<file path="src/rtl/encoder4to2_hs.sv">
// Registered 4-to-2 priority encoder: sticky pending requests, code offered over valid/ready.
// Optional macro ROUND_ROBIN_EN selects rotating priority; default is fixed priority (bit3 highest).
module encoder4to2_hs #(
    parameter logic [1:0] CODE_RST  = 2'b00,
    parameter bit         ZERO_IDLE = 1'b1
) (
    input  logic       clk,
    input  logic       rst,
    input  logic [3:0] req,
    input  logic       out_ready,
    output logic       out_valid,
    output logic [1:0] code,
    output logic [3:0] pend,
    output logic       merge
);

    typedef enum logic [0:0] {
        IDLE  = 1'b0,
        OFFER = 1'b1
    } state_t;

    state_t     state_r;
    state_t     state_nxt_s;
    logic [3:0] pend_r;
    logic [1:0] code_r;
    logic [1:0] code_nxt_s;
    logic       valid_r;
    logic       valid_nxt_s;
    logic       merge_r;
    logic       hs_s;
    logic [3:0] clr_s;
    logic [1:0] top_s;

    function automatic logic [3:0] onehot_f(input logic [1:0] c);
        onehot_f = 4'b0001 << c;
    endfunction

    // Searches top, top-1, ... (mod 4); walking the offsets downward lets the closest hit win.
    function automatic logic [1:0] prio_f(input logic [3:0] p, input logic [1:0] top);
        logic [1:0] idx;
        prio_f = top;
        for (int i = 3; i >= 0; i--) begin
            idx    = top - 2'(i);
            prio_f = p[idx] ? idx : prio_f;
        end
    endfunction

    assign hs_s  = valid_r & out_ready;
    assign clr_s = hs_s ? onehot_f(code_r) : 4'b0000;

`ifdef ROUND_ROBIN_EN
    logic [1:0] ptr_r;

    // Rotating pointer: the code just granted becomes the lowest priority.
    always_ff @(posedge clk or posedge rst) begin
        if (rst) begin
            ptr_r <= 2'd3;
        end else if (hs_s) begin
            ptr_r <= code_r - 2'd1;
        end else begin
            ptr_r <= ptr_r;
        end
    end

    assign top_s = ptr_r;
`else
    assign top_s = 2'd3;
`endif

    // State register.
    always_ff @(posedge clk or posedge rst) begin
        if (rst) begin
            state_r <= IDLE;
        end else begin
            state_r <= state_nxt_s;
        end
    end

    // Next-state logic.
    always_comb begin
        state_nxt_s = state_r;
        case (state_r)
            IDLE: begin
                if (pend_r != 4'b0000) begin
                    state_nxt_s = OFFER;
                end else begin
                    state_nxt_s = IDLE;
                end
            end
            OFFER: begin
                if (hs_s) begin
                    state_nxt_s = IDLE;
                end else begin
                    state_nxt_s = OFFER;
                end
            end
            default: state_nxt_s = IDLE;
        endcase
    end

    // Next values of the registered outputs; priority looks only at the registered pend.
    always_comb begin
        valid_nxt_s = valid_r;
        code_nxt_s  = code_r;
        case (state_r)
            IDLE: begin
                if (pend_r != 4'b0000) begin
                    valid_nxt_s = 1'b1;
                    code_nxt_s  = prio_f(pend_r, top_s);
                end else begin
                    valid_nxt_s = 1'b0;
                    code_nxt_s  = ZERO_IDLE ? CODE_RST : code_r;
                end
            end
            OFFER: begin
                if (hs_s) begin
                    valid_nxt_s = 1'b0;
                    code_nxt_s  = ZERO_IDLE ? CODE_RST : code_r;
                end else begin
                    valid_nxt_s = 1'b1;
                    code_nxt_s  = code_r;
                end
            end
            default: begin
                valid_nxt_s = 1'b0;
                code_nxt_s  = CODE_RST;
            end
        endcase
    end

    // Output and pending registers; a request arriving on the clear cycle keeps its bit set.
    always_ff @(posedge clk or posedge rst) begin
        if (rst) begin
            pend_r  <= 4'b0000;
            code_r  <= CODE_RST;
            valid_r <= 1'b0;
            merge_r <= 1'b0;
        end else begin
            pend_r  <= (pend_r & ~clr_s) | req;
            code_r  <= code_nxt_s;
            valid_r <= valid_nxt_s;
            merge_r <= |(req & pend_r & ~clr_s);
        end
    end

    assign out_valid = valid_r;
    assign code      = code_r;
    assign pend      = pend_r;
    assign merge     = merge_r;

endmodule

</file>
<file path="config.mk">
export PLATFORM = sky130hd
export DESIGN_NAME = encoder4to2_hs
export DESIGN_NICKNAME = d
export VERILOG_FILES = /design/src/rtl/encoder4to2_hs.sv
export SDC_FILE = /design/constraint.sdc
export NUM_CORES = 1
export LEC_CHECK = 0
export CORE_AREA = 2 2 39 41
export DETAILED_ROUTE_END_ITERATION = 8
export DIE_AREA = 0 0 41 43
export GPL_TIMING_DRIVEN = 0
export SYNTH_ARGS = -nofsm -noshare
export SYNTH_HDL_FRONTEND = slang
export SYNTH_SLANG_ARGS = --single-unit
</file>
<file path="constraint.sdc">
create_clock -name clk -period 1.74 [get_ports clk]
set_input_delay 0.522 -clock clk [delete_from_list [all_inputs] [get_ports clk]]
set_output_delay 0.522 -clock clk [all_outputs]
set_load 0.01 [all_outputs]
</file>
==> reports/qor.yml <==
clocking:
  cts_tree: "done"
  numCtsBuffers: 3
  cts.sinks: 8
  clk_pin_slew_ns: 0.05
  hold_buffers: 0
  clkLatencyLatePin_ns: 0.25
  htree_levels: 1
  clock_path_buffers: 2
  cts_root_buf: "clkbuf_4"
floorplan:
  die_area_sq_um: 1760
  core_area_sq_um: 1380
  die_h_microns: 43
  chipWidth_microns: 41
  rows: 14
  boundaryPins: 15
  initial_core_util_pct: 26.1
synthesis:
  syn-num-nets: 41
  synth_area_sq_um: 362
  synth.distinct_cells: 19
  yosys_warnings: 0
  syn-instance-count: 34
  avgSynthCellArea_sq_um: 10.6
  synth-seq-cells: 8
  synth-seq-area-share_pct: 55.4
cells_and_area:
  drive_gt1_share_pct: 15.1
  register_area_sq_um: 200
  area_growth_pct: 55.7
  antennaDiodeCount: 0
  final-instance-count-excl-fill: 69
  layout.nets: 62
  multi_input_area_sq_um: 135
  fillers: 143
detailed_routing:
  drc: 0
  wl_per_cell_microns: 10.8
  first_pass_iters: 3
  drtIter0Drc: 1
  ant_nets: 0
  drt-total-wl_microns: 745
  viasPerCell: 4.59
  vias: 317
critical_path:
  worstPathRequired_ns: 1.22
  cp_num_buf_inv: 1
  cp_top_family: "buffers and inverters"
  crit_fanout: 3
  startpoint_type: "register"
  cp_slowest_cell: "clkdlybuf4s50_1"
  endpoint_kind: "output pin"
  r2r_cells: 4
  cp-startpoint: "pend[0]"
  timing.rr.end: "merge"
  timing.rr.start: "code[0]"
  arrival_ns: 1.17
  max_stage_delay_ns: 0.54
  crit_chain: "clkdlybuf4s50_1"
  critPathKind: "register to output pin"
  r2r_slack_ns: 0.56
global_route:
  track_usage_pct: 10.3
  grt_max_degree: 10
  antenna_found_initial: 0
  grt_pass1_vias: 296
  grt-ovfl-total: 0
  grt_pass1_wl_mm: 1.19
run:
  drv_cap: 0
sta:
  worst_pin_slew_ns: 0.310
  relSlewSlack_pct: 79.3
  hold_viol_final: 0
  setup_viol: 0
  fin_crit_sh_pct: 97.3
  tns_ns: 0
  fmax_mhz: 591
  layout_min_cycle_time_ns: 1.69
  clock_skew_ns: 0.00101
  rsz0062_at_grt: "false"
  slew_viol_final: 0
placement:
  dp_cells: 64
  io_buffers: 14
  place.gp.congestion: 0.719
status:
  status: "complete, no violations"
hold_path:
  hp-class: "input pin to asynchronous set/reset pin"
power:
  cellPowerDensity_nw_per_um2: 799
  p_leak_nw: 0.230
  max-vdd-ir-drop_v: 0.000324
==> power breakdown <==
part / switching [mW] / internal, mW / total, mW / leakage [nW]
registers: 0.0101 / 0.200 / 0.210 / 0.0813
logic: 0.0407 / 0.0564 / 0.0971 / 0.134
clock network: 0.0637 / 0.0790 / 0.143 / 0.0138
total: 0.114 / 0.335 / 0.450 / 0.230
==> cells in the mapped netlist, drive strengths merged <==
library cell	count	share of area, %
buf	1	3.1
o221ai	1	2.4
nand3	1	1.4
nor2	1	1.0
nand2	3	3.1
o31ai	1	3.5
inv	4	4.2
o21ai	3	4.2
nand4	1	1.7
nand3b	2	4.2
a32oi	1	2.4
nand4b	1	2.4
dfrtp	8	55
a21oi	1	1.4
a21boi	1	2.1
and2	1	1.7
nor3	1	1.4
a21o	2	4.5
==> metrics by stage <==
stage | hold WS, ns | instance area [sq um] | power, mW | worst slack, ns | util (%)
floorplan | 0.338 | 362 | 0.255 | 0.667 | -
global placement | 0.533 | 522 | 0.304 | 0.00575 | 37.7
detailed placement | 0.536 | 522 | 0.305 | 0.0253 | 37.7
CTS | 0.528 | 558 | 0.456 | 0.00572 | 40.3
global route | 0.549 | 563 | 0.477 | 0.00372 | 40.7
finish | 0.520 | 563 | 0.450 | 0.0473 | 40.7
==> per-layer routing <==
layer,track usage [%],up-vias,share of wire [%]
li1,-,164,-
met3,3.14,2,8.7
met2,14.1,13,43
met1,13.8,138,46
met4,6.00,0,1.7
met5,0,-,0
==> kinds of logic after synthesis <==
family / after synthesis / synth area share, %
buffers and inverters: 5 / 7.26
AO/OA/AOI/OAI: 10 / 20.4
AND/OR/NAND/NOR: 11 / 17.0
flip-flops: 8 / 55.4
==> timing repair <==
action	CTS	global route
setup buffers	2	0
setup endpoints to repair	3	2
resized for setup	1	2
==> layout make-up <==
| type | count | area share, % |
|---|---|---|
| plain buffers | 1 | 2.00 |
| clock buffers | 3 | 4.00 |
| inverters | 4 | 2.67 |
| multi-input cells | 21 | 24.0 |
| flip-flops and latches | 8 | 35.6 |
| well taps | 16 | 3.56 |
| repair buffers | 16 | 28.2 |
==> flip-flops by register name, summed over array words and instances, names as in the netlist <==
| signal | count |
|---|---|
| out_valid | 1 |
| pend | 4 |
| code | 2 |
| merge | 1 |
==> worst max path at each step <==
stage | to | depth (start not counted)
2_1_floorplan | merge | 4
3_3_place_gp | merge | 4
3_5_place_dp | merge | 4
4_1_cts | pend[2] | 1
5_1_grt | pend[0] | 1
6_report | pend[0] | 1
==> placed cells by master (no fill, tap or decap), drive strengths merged, types with 2 or more instances in the layout <==
master         count
inv                4
nand3b             2
dfrtp              8
a21o               2
nand2              3
o21ai              3
clkbuf             3
buf                3
clkdlybuf4s50     11
dlymetal6s2s       2
No activity file was read; power rests on OpenSTA's default activity.
